--- src/rtl/alu_seq_pkg.sv ---
// Shared definitions for the ALU command sequencer: state encoding,
// ALU opcode constants and small helpers.
package alu_seq_pkg;

  // State encoding
  localparam logic [2:0] ST_A       = 3'd0;
  localparam logic [2:0] ST_B       = 3'd1;
  localparam logic [2:0] ST_OP      = 3'd2;
  localparam logic [2:0] ST_EXEC    = 3'd3;
  localparam logic [2:0] ST_WAIT_TX = 3'd4;

  typedef enum logic [2:0] {
    S_A       = ST_A,
    S_B       = ST_B,
    S_OP      = ST_OP,
    S_EXEC    = ST_EXEC,
    S_WAIT_TX = ST_WAIT_TX
  } state_t;

  // ALU opcodes (low 6 bits of the opcode byte)
  localparam logic [5:0] OP_ADD = 6'h20;
  localparam logic [5:0] OP_SUB = 6'h22;
  localparam logic [5:0] OP_AND = 6'h24;
  localparam logic [5:0] OP_OR  = 6'h25;
  localparam logic [5:0] OP_XOR = 6'h26;
  localparam logic [5:0] OP_NOR = 6'h27;
  localparam logic [5:0] OP_SRA = 6'h03;
  localparam logic [5:0] OP_SRL = 6'h02;

  // The sequencer reports busy while an operation is executing or
  // its result is being transmitted.
  function automatic logic is_busy_state(input state_t s);
    return (s == S_EXEC) || (s == S_WAIT_TX);
  endfunction

  // Counter width able to hold values 0 .. n-1 (at least one bit).
  function automatic int unsigned cnt_width(input int unsigned n);
    return (n <= 1) ? 1 : $clog2(n);
  endfunction

endpackage

--- src/rtl/alu_seq_ctrl_timeout_counter.sv ---
// Inter-byte timeout counter: counts enabled cycles, clears on request,
// and flags the cycle in which TERMINAL enabled cycles have elapsed.
module seq_timeout_counter
  import alu_seq_pkg::*;
#(
  parameter int unsigned TERMINAL = 16
) (
  input  logic i_clk,
  input  logic i_rst_n,
  input  logic i_en,
  input  logic i_clear,
  output logic o_tc
);

  localparam int unsigned CW = cnt_width(TERMINAL);
  localparam logic [CW-1:0] TC_VAL = CW'(TERMINAL - 1);

  logic [CW-1:0] r_count;

  // Count enabled cycles; clear has priority over counting.
  always_ff @(posedge i_clk or negedge i_rst_n) begin
    if (!i_rst_n) begin
      r_count <= '0;
    end else if (i_clear) begin
      r_count <= '0;
    end else if (i_en) begin
      r_count <= r_count + CW'(1);
    end
  end

  // Terminal count: the current edge is the TERMINAL-th enabled edge.
  assign o_tc = i_en && (r_count == TC_VAL);

endmodule

--- src/rtl/alu_seq_ctrl.sv ---
// Command sequencer between the serial link and the ALU load unit.
// Collects operand A, operand B and opcode bytes, strobes each into the
// load unit, waits two cycles for the ALU to settle, then hands the
// result to the transmitter.
// Optional feature: define ALU_SEQ_TIMEOUT_EN to abandon a partial
// command after TIMEOUT_CYCLES idle cycles in S_B / S_OP.
// Handshake: i_rx_valid, i_tx_done and all output strobes are one-cycle
// pulses with no backpressure; a byte arriving while busy is dropped
// and reported on o_overrun.
module alu_seq_ctrl
  import alu_seq_pkg::*;
#(
  parameter int unsigned DATA_WIDTH     = 8,
  parameter int unsigned MODE_WIDTH     = 6,
  parameter int unsigned TIMEOUT_CYCLES = 1_000_000
) (
  input  logic                  i_clk,
  input  logic                  i_rst_n,
  input  logic [DATA_WIDTH-1:0] i_rx_data,
  input  logic                  i_rx_valid,
  output logic [DATA_WIDTH-1:0] o_data_bus,
  output logic                  o_load_A,
  output logic                  o_load_B,
  output logic                  o_load_op,
  input  logic [DATA_WIDTH-1:0] i_alu_result,
  output logic [DATA_WIDTH-1:0] o_tx_data,
  output logic                  o_tx_start,
  input  logic                  i_tx_done,
  output logic                  o_busy,
  output logic                  o_overrun,
  output logic                  o_timeout,
  output logic [2:0]            o_dbg_state
);

  if (MODE_WIDTH > DATA_WIDTH || TIMEOUT_CYCLES == 0) begin : g_bad_params
    $error("alu_seq_ctrl: MODE_WIDTH must not exceed DATA_WIDTH and TIMEOUT_CYCLES must be nonzero");
  end

  state_t                r_state, w_state_nxt;
  logic                  r_settle, w_settle_nxt;
  logic [DATA_WIDTH-1:0] r_data_bus, w_bus_nxt;
  logic [DATA_WIDTH-1:0] r_tx_data, w_tx_data_nxt;
  logic                  r_load_a, w_load_a_nxt;
  logic                  r_load_b, w_load_b_nxt;
  logic                  r_load_op, w_load_op_nxt;
  logic                  r_tx_start, w_tx_start_nxt;
  logic                  r_overrun, w_overrun_nxt;
  logic                  r_timeout, w_timeout_nxt;
  logic                  r_busy;
  logic                  w_tc;

`ifdef ALU_SEQ_TIMEOUT_EN
  logic w_cnt_en;
  logic w_cnt_clear;

  // Count only while a command is partially received; any accepted byte
  // or a fired timeout restarts the count.
  assign w_cnt_en    = (r_state == S_B) || (r_state == S_OP);
  assign w_cnt_clear = !w_cnt_en || i_rx_valid || w_tc;

  seq_timeout_counter #(
    .TERMINAL (TIMEOUT_CYCLES)
  ) u_timeout (
    .i_clk   (i_clk),
    .i_rst_n (i_rst_n),
    .i_en    (w_cnt_en),
    .i_clear (w_cnt_clear),
    .o_tc    (w_tc)
  );
`else
  assign w_tc = 1'b0;
`endif

  // Next-state and next-output logic; strobes default low every cycle.
  always_comb begin
    w_state_nxt    = r_state;
    w_settle_nxt   = r_settle;
    w_bus_nxt      = r_data_bus;
    w_tx_data_nxt  = r_tx_data;
    w_load_a_nxt   = 1'b0;
    w_load_b_nxt   = 1'b0;
    w_load_op_nxt  = 1'b0;
    w_tx_start_nxt = 1'b0;
    w_overrun_nxt  = 1'b0;
    w_timeout_nxt  = 1'b0;
    case (r_state)
      S_A: begin
        if (i_rx_valid) begin
          w_bus_nxt    = i_rx_data;
          w_load_a_nxt = 1'b1;
          w_state_nxt  = S_B;
        end
      end
      S_B, S_OP: begin
        if (w_tc) begin
          // Abandon the partial command; a byte on this edge starts a new one.
          w_timeout_nxt = 1'b1;
          if (i_rx_valid) begin
            w_bus_nxt    = i_rx_data;
            w_load_a_nxt = 1'b1;
            w_state_nxt  = S_B;
          end else begin
            w_state_nxt  = S_A;
          end
        end else if (i_rx_valid) begin
          w_bus_nxt = i_rx_data;
          if (r_state == S_B) begin
            w_load_b_nxt = 1'b1;
            w_state_nxt  = S_OP;
          end else begin
            w_load_op_nxt = 1'b1;
            w_settle_nxt  = 1'b0;
            w_state_nxt   = S_EXEC;
          end
        end
      end
      S_EXEC: begin
        w_overrun_nxt = i_rx_valid;
        if (r_settle) begin
          w_tx_data_nxt  = i_alu_result;
          w_tx_start_nxt = 1'b1;
          w_settle_nxt   = 1'b0;
          w_state_nxt    = S_WAIT_TX;
        end else begin
          w_settle_nxt   = 1'b1;
        end
      end
      S_WAIT_TX: begin
        w_overrun_nxt = i_rx_valid;
        if (i_tx_done) begin
          w_state_nxt = S_A;
        end
      end
      default: begin
        w_state_nxt  = S_A;
        w_settle_nxt = 1'b0;
      end
    endcase
  end

  // State and registered outputs.
  always_ff @(posedge i_clk or negedge i_rst_n) begin
    if (!i_rst_n) begin
      r_state    <= S_A;
      r_settle   <= 1'b0;
      r_data_bus <= '0;
      r_tx_data  <= '0;
      r_load_a   <= 1'b0;
      r_load_b   <= 1'b0;
      r_load_op  <= 1'b0;
      r_tx_start <= 1'b0;
      r_overrun  <= 1'b0;
      r_timeout  <= 1'b0;
      r_busy     <= 1'b0;
    end else begin
      r_state    <= w_state_nxt;
      r_settle   <= w_settle_nxt;
      r_data_bus <= w_bus_nxt;
      r_tx_data  <= w_tx_data_nxt;
      r_load_a   <= w_load_a_nxt;
      r_load_b   <= w_load_b_nxt;
      r_load_op  <= w_load_op_nxt;
      r_tx_start <= w_tx_start_nxt;
      r_overrun  <= w_overrun_nxt;
      r_timeout  <= w_timeout_nxt;
      r_busy     <= is_busy_state(w_state_nxt);
    end
  end

  assign o_data_bus  = r_data_bus;
  assign o_load_A    = r_load_a;
  assign o_load_B    = r_load_b;
  assign o_load_op   = r_load_op;
  assign o_tx_data   = r_tx_data;
  assign o_tx_start  = r_tx_start;
  assign o_busy      = r_busy;
  assign o_overrun   = r_overrun;
  assign o_timeout   = r_timeout;
  assign o_dbg_state = r_state;

endmodule
--- config.mk ---
export PLATFORM = sky130hd
export DESIGN_NAME = alu_seq_ctrl
export DESIGN_NICKNAME = d
export VERILOG_FILES = /design/src/rtl/alu_seq_pkg.sv /design/src/rtl/alu_seq_ctrl_timeout_counter.sv /design/src/rtl/alu_seq_ctrl.sv
export SDC_FILE = /design/constraint.sdc
export NUM_CORES = 1
export LEC_CHECK = 0
export CAP_MARGIN = 20
export CORE_UTILIZATION = 30
export CTS_BUF_LIST = sky130_fd_sc_hd__clkbuf_8 sky130_fd_sc_hd__clkbuf_16
export CTS_CLUSTER_DIAMETER = 150
export DETAILED_ROUTE_END_ITERATION = 8
export PLACE_DENSITY = 0.63
export SLEW_MARGIN = 40
export SYNTH_ARGS = -nofsm -noshare
export SYNTH_HDL_FRONTEND = slang
export SYNTH_SLANG_ARGS = --single-unit
--- constraint.sdc ---
create_clock -name i_clk -period 1.75 [get_ports i_clk]
set_input_delay 0.4375 -clock i_clk [delete_from_list [all_inputs] [get_ports i_clk]]
set_output_delay 0.4375 -clock i_clk [all_outputs]
set_load 0.05 [all_outputs]
==> summary.txt <==
Setup path
  • Max Fanout on Critical Path: 8
  • Arr. time, crit path: approximately 1.1 ns
  • Required time of the worst setup path: ~1.3 ns
  • Critical path capture point type: output port
  • Crit path kind: flop to output port
  • Critical Path Start Type: flop

Synth
  • Adder-cell share of the synthesized area: 0%
  • Compound-Gate Fraction of Synth Area: about 4.0%
  • Register area share after synthesis: roughly three fifths
  • Netlist cell types: 23
  • Mux share of post-synthesis cell area: about a fifth
  • Mapped Avg Cell Area: 14.64 um2
  • Syn_nets: 94
  • Yosys warns: 0
  • Mapped Cells: between 70 and 80
  • Post-synthesis register bit count: 26
  • Synthesized area: around 1100 um2
  • XOR/XNOR Fraction of Synth Area: 0%
  • Simple-Gate Fraction of Synth Area: approximately a tenth
  • Largest family of logic cells by synthesized area: multiplexers

Timing
  • Final setup viols: 0
  • Setup TNS: 0 ns
  • RSZ-0062 raised after global routing: false
  • Post-route minimum period: approximately 1.5 ns
  • Final Hold Viols: 0
  • Final period utilization: between 80 and 90%
  • Clock Skews: 0.002766 ns
  • Final slew viol count: 0
  • FMAX: ~0.67 GHz

Drt
  • First-pass iteration count of the detailed router: 4
  • Antenna Violating Nets Remaining: 0
  • Via Count: 733
  • Remaining DRCs: 0
  • Vias/cell: roughly 4.3
  • WL per Instance: roughly 13 um
  • Initial drt markers: 9
  • Drt total wl: about 2200 um

Placed design
  • Dpl hpwl: ~1600 um
  • GP Congestion: ~0.83
  • Port bufs: 44

Flow run
  • Max_cap viols: 0

Floorplanning
  • Die Y: around 62 um
  • Num rows: 21
  • Core area: about 3400 um2
  • Top-level port count: 46
  • Die ar.: a little under 4000 um2
  • Starting Density: between 30% and 40%
  • Die Wd: a little over 60 um

Worst hold path
  • Hold Crit Class: flop to flop

Clock tree
  • Clock Path Buffers: 2
  • Sinks on the clock net: 26
  • CTS buffer count: 3
  • Clk Latency, worst-skew pair: 0.27 ns
  • CTS tree: done
  • Hold buffers post-CTS: 0
  • CTS resizes: 0
  • H-tree depth: 1
  • Clk pin slew, worst setup/hold paths: about 0.090 ns
  • Post-CTS Setup Inserts: 0
  • CTS root buf: clkbuf_8

Global route
  • Overflow after GRT: 0
  • Initial antenna violation count: 0
  • All-Layer GR Usage: between 10% and 20%
  • Vias in the first global route: 723
  • First-pass GRT wire length: 3663 um
  • Largest net degree at the start of global routing: 27

Cells and area
  • ANT cells: 0
  • Area Growth Syn to Fin: 50.58%
  • Share of layout cells above drive strength 1: 44.72%
  • Final nets: around 140
  • Post-layout util: about half

Run status
  • Outcome: finished, final reports clean
## flip-flops by register name (all words and copies together), names as in the netlist
register	cells
o_load_B	1
o_load_A	1
o_busy	1
o_tx_data	8
r_settle	1
o_overrun	1
o_load_op	1
o_data_bus	8
o_dbg_state	3
o_tx_start	1
## worst max-delay path, cell delays in order (launching register included)
cell and delay, ns:
dfrtp_1 0.44, buf_4 0.19, buf_12 0.15
## area by class of cell
cell class	instances	area (um2)
fill	307	1758
sequential	26	650.6
timing repair buffer	50	460.4
multi-input combinational	41	384.1
tap	46	57.56
clock buffer	3	41.29
clock inverter	1	30.03
inverter	2	7.507
## cells by family after synthesis
| kind of cell | after synthesis |
|---|---|
| AOI/OAI and AO/OA | 7 |
| buffers and inverters | 7 |
| DFF | 26 |
| muxes | 18 |
| other | 1 |
| and+or+nand+nor | 15 |
## layout by cell type (no fill, tap or decap)
cell type         n
nand3b_1          1
nand2b_4          2
nor2_1            2
conb_1            1
clkdlybuf4s50_1  19
bufinv_16         1
a311oi_1          1
buf_4            28
mux2_4            8
mux2i_1           2
mux2_2            8
nor3_1            2
o211ai_1          1
o21ai_0           1
clkbuf_8          3
nor2b_1           1
a21oi_1           3
inv_1             2
dfrtp_1          26
buf_12            3
and3b_2           1
nand2_4           1
o31ai_1           1
nor3b_1           2
nand2_1           3
## synthesized netlist by cell type
master    instances  share of area, %
dfrtp_1          26                60
mux2_2            8               8.3
mux2_4            8                11
a21oi_1           3               1.4
nand2_1           3               1.0
buf_4             2               1.4
buf_6             2               2.1
inv_1             2              0.69
mux2i_1           2               1.8
nand2b_4          2               2.5
nor2_1            2              0.69
nor3_1            2              0.92
nor3b_1           2               1.4
a311oi_1          1              0.81
and3b_2           1              0.92
clkbuf_1          1              0.35
conb_1            1              0.35
nand2_4           1               1.0
nand3b_1          1              0.69
nor2b_1           1              0.58
o211ai_1          1              0.69
o21ai_0           1              0.46
o31ai_1           1              0.69
## routing by layer
metal  routed length, um  track usage, %  up-vias
met5                   0               0        -
met4                  24           4.360        0
met3                 188           5.882        2
met2                 940           17.72       33
met1                1042           16.51      349
li1                    -               -      349
## per-stage QoR
step / hold WS (ns) / cell area [um2] / std cells / setup slack (ns)
floorplan: 0.1419 / 1084 / 74 / 0.1379
global placement: 0.4906 / 1560 / 165 / 0.07668
detailed placement: 0.4940 / 1560 / 165 / 0.04407
CTS: 0.5158 / 1632 / 169 / 0.2478
global route: 0.5283 / 1632 / 169 / 0.2118
finish: 0.5153 / 1632 / 169 / 0.2637
## worst paths after layout
| check | start | endpoint | slack [ns] | cells after the start |
|---|---|---|---|---|
| worst max-delay path | o_dbg_state[0] | o_dbg_state[0] | 0.26 | 2 |
| worst min-delay path | o_tx_data[7] | o_tx_data[7] | 0.52 | 1 |
| worst max register to register | o_dbg_state[1] | o_tx_data[7] | 0.40 | 3 |
| worst min register to register | o_tx_data[7] | o_tx_data[7] | 0.52 | 1 |
| max in group asynchronous | i_rst_n | o_load_A | 0.97 | 2 |
| min in group asynchronous | i_rst_n | o_tx_start | 0.54 | 2 |
Power is left out: the tool's default activity adds up to more than one toggle a clock period on the data nets, which glitch-free logic cannot reach.
